[src/rtl/enm_pkg.sv]
// Shared enemy-HP definitions: HP width, FSM state encoding and default tuning values.
// Also used by the enemy-motion stage for its HP thresholds.
package enm_pkg;

  localparam int HP_W             = 7;
  localparam int HP_INIT_DEF      = 100;
  localparam int IFRAMES_DEF      = 8;
  localparam int REGEN_PERIOD_DEF = 64;

  typedef enum logic [1:0] {
    ENM_ALIVE  = 2'd0,
    ENM_IFRAME = 2'd1,
    ENM_DEAD   = 2'd2
  } enm_state_t;

  // Subtract at 8 bits so that damage larger than the remaining HP clamps to 0
  function automatic logic [HP_W-1:0] hp_sub_sat(input logic [HP_W-1:0] hp, input logic [2:0] dmg);
    logic [7:0] diff;
    diff = {1'b0, hp} - {5'b00000, dmg};
    if (diff[7]) begin
      hp_sub_sat = 7'd0;
    end else begin
      hp_sub_sat = diff[HP_W-1:0];
    end
  endfunction

endpackage

[src/rtl/enm_hp_unit.sv]
// Per-enemy HP tracker: ALIVE/IFRAME/DEAD FSM, HP register, invulnerability counter
// and optional regeneration on an externally supplied tick.
module enm_hp_unit
  import enm_pkg::*;
#(
  parameter int HP_INIT = HP_INIT_DEF,
  parameter int IFRAMES = IFRAMES_DEF
) (
  input  logic            clk22,
  input  logic            rst,
  input  logic            hit,
  input  logic [2:0]      dmg,
  input  logic            regen_tick,
  output logic [HP_W-1:0] hp,
  output logic            alive,
  output logic            flash,
  output logic            dying
);

  localparam logic [HP_W-1:0] HP_RST   = HP_W'(HP_INIT);
  localparam logic [7:0]      IFR_LOAD = 8'(IFRAMES);

  enm_state_t      state_r;
  enm_state_t      state_n_s;
  logic [HP_W-1:0] hp_r;
  logic [HP_W-1:0] hp_n_s;
  logic [HP_W-1:0] hp_sub_s;
  logic [7:0]      cnt_r;
  logic [7:0]      cnt_n_s;
  logic            dying_s;

  // Next-state, next-HP and IFRAME counter decode
  always_comb begin
    state_n_s = state_r;
    hp_n_s    = hp_r;
    cnt_n_s   = cnt_r;
    dying_s   = 1'b0;
    hp_sub_s  = hp_sub_sat(hp_r, dmg);
    case (state_r)
      ENM_ALIVE: begin
        if (hit && (dmg != 3'd0)) begin
          hp_n_s = hp_sub_s;
          if (hp_sub_s == 7'd0) begin
            state_n_s = ENM_DEAD;
            cnt_n_s   = 8'd0;
            dying_s   = 1'b1;
          end else begin
            state_n_s = ENM_IFRAME;
            cnt_n_s   = IFR_LOAD;
          end
        end else if (regen_tick && (hp_r != 7'd0) && (hp_r < HP_RST)) begin
          // A hit in the same cycle takes the branch above, so the tick is dropped
          hp_n_s = hp_r + 7'd1;
        end else begin
          hp_n_s = hp_r;
        end
      end
      ENM_IFRAME: begin
        if (cnt_r <= 8'd1) begin
          state_n_s = ENM_ALIVE;
          cnt_n_s   = 8'd0;
        end else begin
          cnt_n_s = cnt_r - 8'd1;
        end
      end
      ENM_DEAD: begin
        hp_n_s  = 7'd0;
        cnt_n_s = 8'd0;
      end
      default: begin
        state_n_s = ENM_DEAD;
        hp_n_s    = 7'd0;
        cnt_n_s   = 8'd0;
      end
    endcase
  end

  // State, HP and counter registers
  always_ff @(posedge clk22) begin
    if (rst) begin
      state_r <= ENM_ALIVE;
      hp_r    <= HP_RST;
      cnt_r   <= 8'd0;
    end else begin
      state_r <= state_n_s;
      hp_r    <= hp_n_s;
      cnt_r   <= cnt_n_s;
    end
  end

  assign hp    = hp_r;
  assign alive = (state_r != ENM_DEAD);
  assign flash = (state_r == ENM_IFRAME);
  assign dying = dying_s;

endmodule

[src/rtl/enm_hp_ctrl.sv]
// Four-enemy HP controller: per-enemy units, kill counter and status decodes.
// Optional HP regeneration timer enabled by defining ENM_HP_REGEN_EN.
module enm_hp_ctrl
  import enm_pkg::*;
#(
  parameter int HP_INIT      = HP_INIT_DEF,
  parameter int IFRAMES      = IFRAMES_DEF,
  parameter int REGEN_PERIOD = REGEN_PERIOD_DEF
) (
  input  logic            clk22,
  input  logic            rst,
  input  logic [3:0]      hit,
  input  logic [2:0]      dmg,
  output logic [HP_W-1:0] enmhp1,
  output logic [HP_W-1:0] enmhp2,
  output logic [HP_W-1:0] enmhp3,
  output logic [HP_W-1:0] enmhp4,
  output logic [3:0]      alive,
  output logic [3:0]      flash,
  output logic            all_dead,
  output logic [7:0]      kill_cnt
);

  logic [HP_W-1:0] hp_s [4];
  logic [3:0]      alive_s;
  logic [3:0]      flash_s;
  logic [3:0]      dying_s;
  logic            regen_tick_s;
  logic [2:0]      kill_inc_s;
  logic [8:0]      kill_sum_s;
  logic [7:0]      kill_cnt_r;

`ifdef ENM_HP_REGEN_EN
  localparam logic [15:0] REGEN_LAST = 16'(REGEN_PERIOD - 1);
  logic [15:0] regen_tmr_r;

  assign regen_tick_s = (regen_tmr_r == REGEN_LAST);

  // Free-running regeneration timer, one tick per REGEN_PERIOD cycles
  always_ff @(posedge clk22) begin
    if (rst) begin
      regen_tmr_r <= 16'd0;
    end else if (regen_tick_s) begin
      regen_tmr_r <= 16'd0;
    end else begin
      regen_tmr_r <= regen_tmr_r + 16'd1;
    end
  end
`else
  assign regen_tick_s = 1'b0;
`endif

  for (genvar g = 0; g < 4; g++) begin : g_unit
    enm_hp_unit #(
      .HP_INIT (HP_INIT),
      .IFRAMES (IFRAMES)
    ) u_unit (
      .clk22      (clk22),
      .rst        (rst),
      .hit        (hit[g]),
      .dmg        (dmg),
      .regen_tick (regen_tick_s),
      .hp         (hp_s[g]),
      .alive      (alive_s[g]),
      .flash      (flash_s[g]),
      .dying      (dying_s[g])
    );
  end

  // Number of enemies entering DEAD this cycle, added with saturation
  always_comb begin
    kill_inc_s = 3'd0;
    for (int i = 0; i < 4; i++) begin
      kill_inc_s = kill_inc_s + {2'b00, dying_s[i]};
    end
    kill_sum_s = {1'b0, kill_cnt_r} + {6'd0, kill_inc_s};
  end

  // Kill counter register
  always_ff @(posedge clk22) begin
    if (rst) begin
      kill_cnt_r <= 8'd0;
    end else if (kill_sum_s[8]) begin
      kill_cnt_r <= 8'hFF;
    end else begin
      kill_cnt_r <= kill_sum_s[7:0];
    end
  end

  assign enmhp1   = hp_s[0];
  assign enmhp2   = hp_s[1];
  assign enmhp3   = hp_s[2];
  assign enmhp4   = hp_s[3];
  assign alive    = alive_s;
  assign flash    = flash_s;
  assign all_dead = (alive_s == 4'h0);
  assign kill_cnt = kill_cnt_r;

endmodule

[config.mk]
export PLATFORM = sky130hd
export DESIGN_NAME = enm_hp_ctrl
export DESIGN_NICKNAME = d
export VERILOG_FILES = /design/src/rtl/enm_pkg.sv /design/src/rtl/enm_hp_unit.sv /design/src/rtl/enm_hp_ctrl.sv
export SDC_FILE = /design/constraint.sdc
export NUM_CORES = 1
export LEC_CHECK = 0
export CAP_MARGIN = 20
export CORE_AREA = 2 2 117 91
export CTS_BUF_LIST = sky130_fd_sc_hd__clkbuf_8
export DETAILED_ROUTE_END_ITERATION = 10
export DIE_AREA = 0 0 119 93
export PLACE_DENSITY = 0.75
export SKIP_LAST_GASP = 1
export SYNTH_ARGS = -nofsm -noshare
export SYNTH_HDL_FRONTEND = slang
export SYNTH_SLANG_ARGS = --single-unit
[constraint.sdc]
create_clock -name clk22 -period 5.97 [get_ports clk22]
set_clock_uncertainty 0.15 [all_clocks]
set_input_delay 1.791 -clock clk22 [delete_from_list [all_inputs] [get_ports clk22]]
set_output_delay 1.791 -clock clk22 [all_outputs]
set_load 0.02 [all_outputs]
==> Word level (Yosys, flattened, before mapping) <==
Index checks and enable logic that the tools add are counted.
{ "totals": {"register_bits": 76, "inputBits": 9, "word_cells": 136, "out_inout_bits": 45} }
{ "op_classes": {"magnitude_cmp": 4, "bitwise": 8, "n_eq_ne": 20, "n_mux": 57, "n_addsub": 12, "reduce_logical": 22} }
{ "op_table": {"columns": ["operator", "n"], "rows": [
  ["$mux 8", 9],
  ["$pmux 8 s2", 4],
  ["$mux 7", 8],
  ["$pmux 7 s2", 4],
  ["$le 8x1->1 const B", 4],
  ["$sub 7x3->8", 4],
  ["$sub 8x1->8 const B", 4],
  ["$logic_not 7->1", 4],
  ["$mux 2", 12],
  ["$pmux 2 s3", 4],
  ["$mux 4", 4],
  ["$ne 2x2->1 const B", 8],
  ["$mux 1", 12],
  ["$reduce_and 3->1", 4],
  ["$add 8x3->9", 1],
  ["$eq 2x1->1 const B", 4],
  ["$eq 2x2->1 const B", 4],
  ["$logic_not 2->1", 4],
  ["$ne 2x1->1 const B", 4],
  ["$not 1->1", 8],
  ["$reduce_and 2->1", 4],
  ["$logic_and 1x1->1", 4],
  ["$logic_not 4->1", 1],
  ["$add 2x1->3", 1],
  ["3 further kinds", 3]
]} }

==> Logic depth before layout (Yosys ltp) <==
{ "logic_depth": {"ltp_word": 11, "ltp_mapped": 17, "depth_no_buf": 17} }

==> Modules after synthesis <==
From an unflattened synthesis, not the netlist that was laid out.
{ "unflattened": {"cells_unflattened": 693, "area_unflattened_um2": 5690.5} }
{ "modules_own_cells": {"columns": ["mod", "area_per_inst_um2", "seq_area_each_um2", "n_inst", "cells_each"], "rows": [
  ["enm_hp_unit (g_unit[0].u_unit ...)", 1311.3, 340.3, 3, 161],
  ["enm_hp_unit (g_unit[3].u_unit)", 1293.7, 340.3, 1, 159],
  ["enm_hp_ctrl", 462.9, 160.2, 1, 51]
]} }

==> Worst setup path before layout <==
No wires, ideal clock.
{ "synth_timing": {"path_type": "in2reg", "start": "in dmg[0]", "end": "reg kill_cnt_r[0], in the netlist kill_cnt[0]", "setup_slack_ns": 0.409, "n_path_buf": 0, "required_ns": 5.688, "setup_time_ns": 0.132, "cell_stages": 15, "t_arrival_ns": 5.279, "path_cell_list": "ha_1 fa_1 inv_1 o41ai_2 o31ai_1 a211o_1 a21oi_2 nand2_1 fa_1 inv_1 fa_1 fa_1 and3_1 nand3_1 a21oi_1"} }
{ "synth_between": {"elab_chain_len": 11, "elab_cells_between_ends": 34, "cone_classes": "add/sub (8); mux (17); reduce/logical (9)"} }
{ "synth_rtl": {"columns": ["element", "line", "rtl"], "rows": [
  ["start: declaration", "enm_hp_ctrl.sv:13", "input logic [2:0] dmg,"],
  ["$sub 7x3->8", "enm_pkg.sv:19", "diff = {1'b0, hp} - {5'b00000, dmg};"],
  ["$mux 7", "enm_pkg.sv:20", "if (diff[7]) begin"],
  ["$logic_not 7->1", "enm_hp_unit.sv:43", "if (hp_sub_s == 7'd0) begin"],
  ["$mux 1", "enm_hp_unit.sv:43", null],
  ["$mux 1", "enm_hp_unit.sv:41", "if (hit && (dmg != 3'd0)) begin"],
  ["$mux 1", "enm_hp_unit.sv:39", "case (state_r)"],
  ["$add 1x1->2", "enm_hp_ctrl.sv:74", "kill_inc_s = kill_inc_s + {2'b00, dying_s[i]};"],
  ["$add 2x1->3", "enm_hp_ctrl.sv:74", null],
  ["$add 3x1->3 (*)", "enm_hp_ctrl.sv:74", null],
  ["$add 8x3->9 (*)", "enm_hp_ctrl.sv:76", "kill_sum_s = {1'b0, kill_cnt_r} + {6'd0, kill_inc_s};"],
  ["$mux 8 (*)", "enm_hp_ctrl.sv:83", "end else if (kill_sum_s[8]) begin"],
  ["end signal: assignment", "enm_hp_ctrl.sv:86", "kill_cnt_r <= kill_sum_s[7:0];"],
  ["end: declaration", "enm_hp_ctrl.sv:31", "logic [7:0] kill_cnt_r;"]
]} }
Mark *: on every way between the ends. The rest lies on a longest branch, timed or not.
A chain may end at the register's enable or synchronous reset.

==> Worst setup path in the final report <==
{ "layout_timing": {"start": "in dmg[0]", "end": "reg kill_cnt_r[1], in the netlist kill_cnt[1]"} }
The elaborated chain is that of the path after synthesis.

==> metrics.md <==
| Metric | Value |
|---|---|
| Setup ws final | 0.2499 ns |
| TritonCTS Buffers | 9 |
| Number of synthesized flops with an enable pin | 0 |
| I/O Buffers | 53 |
| DIE HEIGHT | 93 µm |
| Via count | around 4200 |
| Async SR Flop Fraction | 0 |
| Fin crit share | 0.9581 |
| Slew Limit Headroom | 0.5329 |
| Synth Instances | between 500 and 600 |
| Status | complete, no violations |
| Synth top area share | 0.3397 |
| Core area | 9970 µm² |
| I/O pin count | 54 |
| Critical path type | primary input to register |
| Remaining global-route overflow | 0 |
| Die Footprint | 11070 µm² |
| Placed Area | 5241 µm² |
| Post-DRT Antenna Nets | 0 |
| CTS tree | built |
| Design Area, Final | about 5400 µm² |
| Setup TNS | 0 ns |
| Measured slew at the worst slew-check pin | between 0.6 and 0.7 ns |
| Power Density | 299.4 nW/µm² |
| Final GP Congestion | 0.9177 |
| RSZ-0062 raised after global routing | false |
| Initial antenna violation count | 0 |
| GRT Overall Usage | 0.2083 |
| Synth area leaders | dfxtp_1 34%, nor2_1 7.2%, ha_1 5.9%, xor2_1 3.3%, inv_1 3.3% |
| Largest net degree at the start of global routing | 42 |
| Distinct cells, synth | 65 |
| Pre-CTS setup slack | -0.3009 ns |
| Static Leak | 2.131 nW |
| Area grow syn2layout | 20.78% |
| Yosys reg bits | 76 |
| Share of layout cells above drive strength 1 | 0.08640 |
| HP Class | register to register |
| Sequential area share after synthesis | 0.3397 |
| Final setup vio count | 0 |
| Skew-Pair Late Insertion Delay | 0.37 ns |
| Iter 0 DRT Violations | 278 |
| Sink Count | 76 |
| Vias in the first global route | 3985 |
| Detailed-route wire length per cell | 14.63 µm |
| Dominant cell type by area after synthesis | dfxtp_1 |
| Final Max Tran Viols | 0 |
| Worst path required time | about 6.1 ns |
| Minimum clock period | ~5.7 ns |
| Hold Violations, Final | 0 |
| Yosys warns | 0 |
| Root Buffer | clkbuf_8 |
| DRC viols | 0 |
| Fin nets | ~660 |
| Vias per cell | 5.485 |
| List of most frequent post-synthesis cells | 86 x nor2_1, 76 x dfxtp_1, 39 x inv_1 |
| Rows | 32 |
| Post-synthesis cell area | about 4500 µm² |
| Flop2flop setup slack | 1.77 ns |
| CP Launch Type | primary input |
| H-Tree Depth | 3 |
| Crit. End Element | register |
| Starting Density | 0.4493 |
| Clock Path Buffers | 2 |
| Antenna fix cells | 0 |
| First drt pass iteration count | 4 |
| Total wire length | 11140 µm |
| Prevailing post-synth register cell | dfxtp_1 |
| FMAX | 0.1748 GHz |
| Die Width | approximately 120 µm |
| First-pass GRT wire length | 18610 µm |
| Dpl hpwl | 8259 µm |
| Arrival time at the worst endpoint | between 5 and 6 ns |
| CP max FO | 6 |
| Maximum VDD drop | 143.1 µV |
| Most common cell in the synthesized netlist | nor2_1 |
| Mapped Nets | 591 |
| Worst-path clk slew | about 0.07 ns |
| MaxCap Viol Count | 0 |
| Avg Cell Area, Syn | around 8.1 µm² |
-- stage by stage --
step	std cells	power (W)	utilization	hold WS (ns)
detailed placement	747	0.001277	0.5257	0.3572
global route	761	0.001731	0.5427	0.3931
global placement	747	0.001256	0.5257	0.3466
finish	761	0.001620	0.5427	0.3660
floorplan	554	0.001097	-	0.3239
CTS	761	0.001621	0.5414	0.3712
-- report_power, final --
part | internal (W) | leakage [nW] | switching [W] | total [W]
Combinational | 0.000278 | 1.42 | 0.000337 | 0.000615
Sequential | 0.000576 | 0.623 | 0.0000846 | 0.000661
Clock | 0.000154 | 0.0890 | 0.000190 | 0.000344
Total | 0.00101 | 2.13 | 0.000612 | 0.00162
-- area by class of cell --
type / instances / area, µm²
multi-input cells: 421 / 2724
clock inverters: 4 / 18.77
fillers: 927 / 4559
well taps: 136 / 170.2
repair buffers: 74 / 688.2
flip-flops and latches: 76 / 1521
clock buffers: 10 / 137.6
inverters: 40 / 150.1
-- repair_timing --
| item | 4_1_cts | 5_1_grt |
|---|---|---|
| endpoints found under the setup margin | 0 | 7 |
| hold buffers | 0 | 0 |
| buffers inserted | 0 | 0 |
| endpoints found under the hold margin | 0 | 0 |
| resized for setup | 0 | 3 |
-- layer usage --
| layer | GRT usage | share of wire |
|---|---|---|
| met1 | 0.2687 | 0.48 |
| met2 | 0.3324 | 0.45 |
| met3 | 0.06159 | 0.062 |
| met4 | 0.07440 | 0.016 |
| met5 | 0 | 0 |
-- path summary, 6_finish.rpt --
path	from	endpoint	cells past startpoint
worst max-delay path	dmg[0]	kill_cnt[1]$_SDFF_PP0_	16
worst min-delay path	g_unit[3].u_unit.cnt_r[7]$_SDFFE_PP0P_	g_unit[3].u_unit.cnt_r[7]$_SDFFE_PP0P_	2
worst max register to register	g_unit[2].u_unit.hp[0]$_SDFFE_PP0P_	kill_cnt[1]$_SDFF_PP0_	16
worst min register to register	g_unit[3].u_unit.cnt_r[7]$_SDFFE_PP0P_	g_unit[3].u_unit.cnt_r[7]$_SDFFE_PP0P_	2
-- placed cells by master, fill, tap and decap left out, types with 5 or more instances in the layout --
cell,count
nor2b_1,16
o31ai_1,5
ha_1,21
o21a_1,6
nand3_1,19
a211oi_1,9
a22oi_1,7
xnor2_1,15
clkbuf_8,10
o211ai_1,6
or2_2,5
or3_1,7
a21oi_1,27
buf_4,21
nand4_1,7
fa_1,6
inv_1,40
dfxtp_1,76
nor4_1,12
clkdlybuf4s50_1,53
nand2_1,30
o21ai_0,22
nor3_1,27
xor2_1,17
nor2_1,86
nand2b_1,9
-- critical path, stage by stage --
cell	delay, ns
clkdlybuf4s50_1	0.48
buf_4	0.16
ha_1	0.21
fa_1	0.48
inv_1	0.05
nor3_1	0.26
nand3_1	0.15
a211oi_2	0.27
nand2_1	0.12
fa_1	0.54
inv_1	0.06
fa_1	0.45
fa_2	0.39
and3_1	0.18
nand3_2	0.13
a21oi_1	0.08
-- registers in the layout (all words and copies together), names as in the netlist --
name	cells
kill_cnt	8
g_unit.u_unit.cnt_r	32
g_unit.u_unit.state_r	8
g_unit.u_unit.hp	28
-- cells by family (layout without fill, tap and decap cells) --
logic type	Yosys count	after routing	share of synthesized area
xor gates and xnor gates	32	32	0.06257
AOI/OAI and AO/OA	119	119	0.1827
DFF	76	76	0.3397
muxes	2	2	0.004469
and+or+nand+nor	240	240	0.2656
buffers and inverters	57	128	0.05503
adders and majority gates	28	28	0.08994
(Power assumes the default switching activity.)
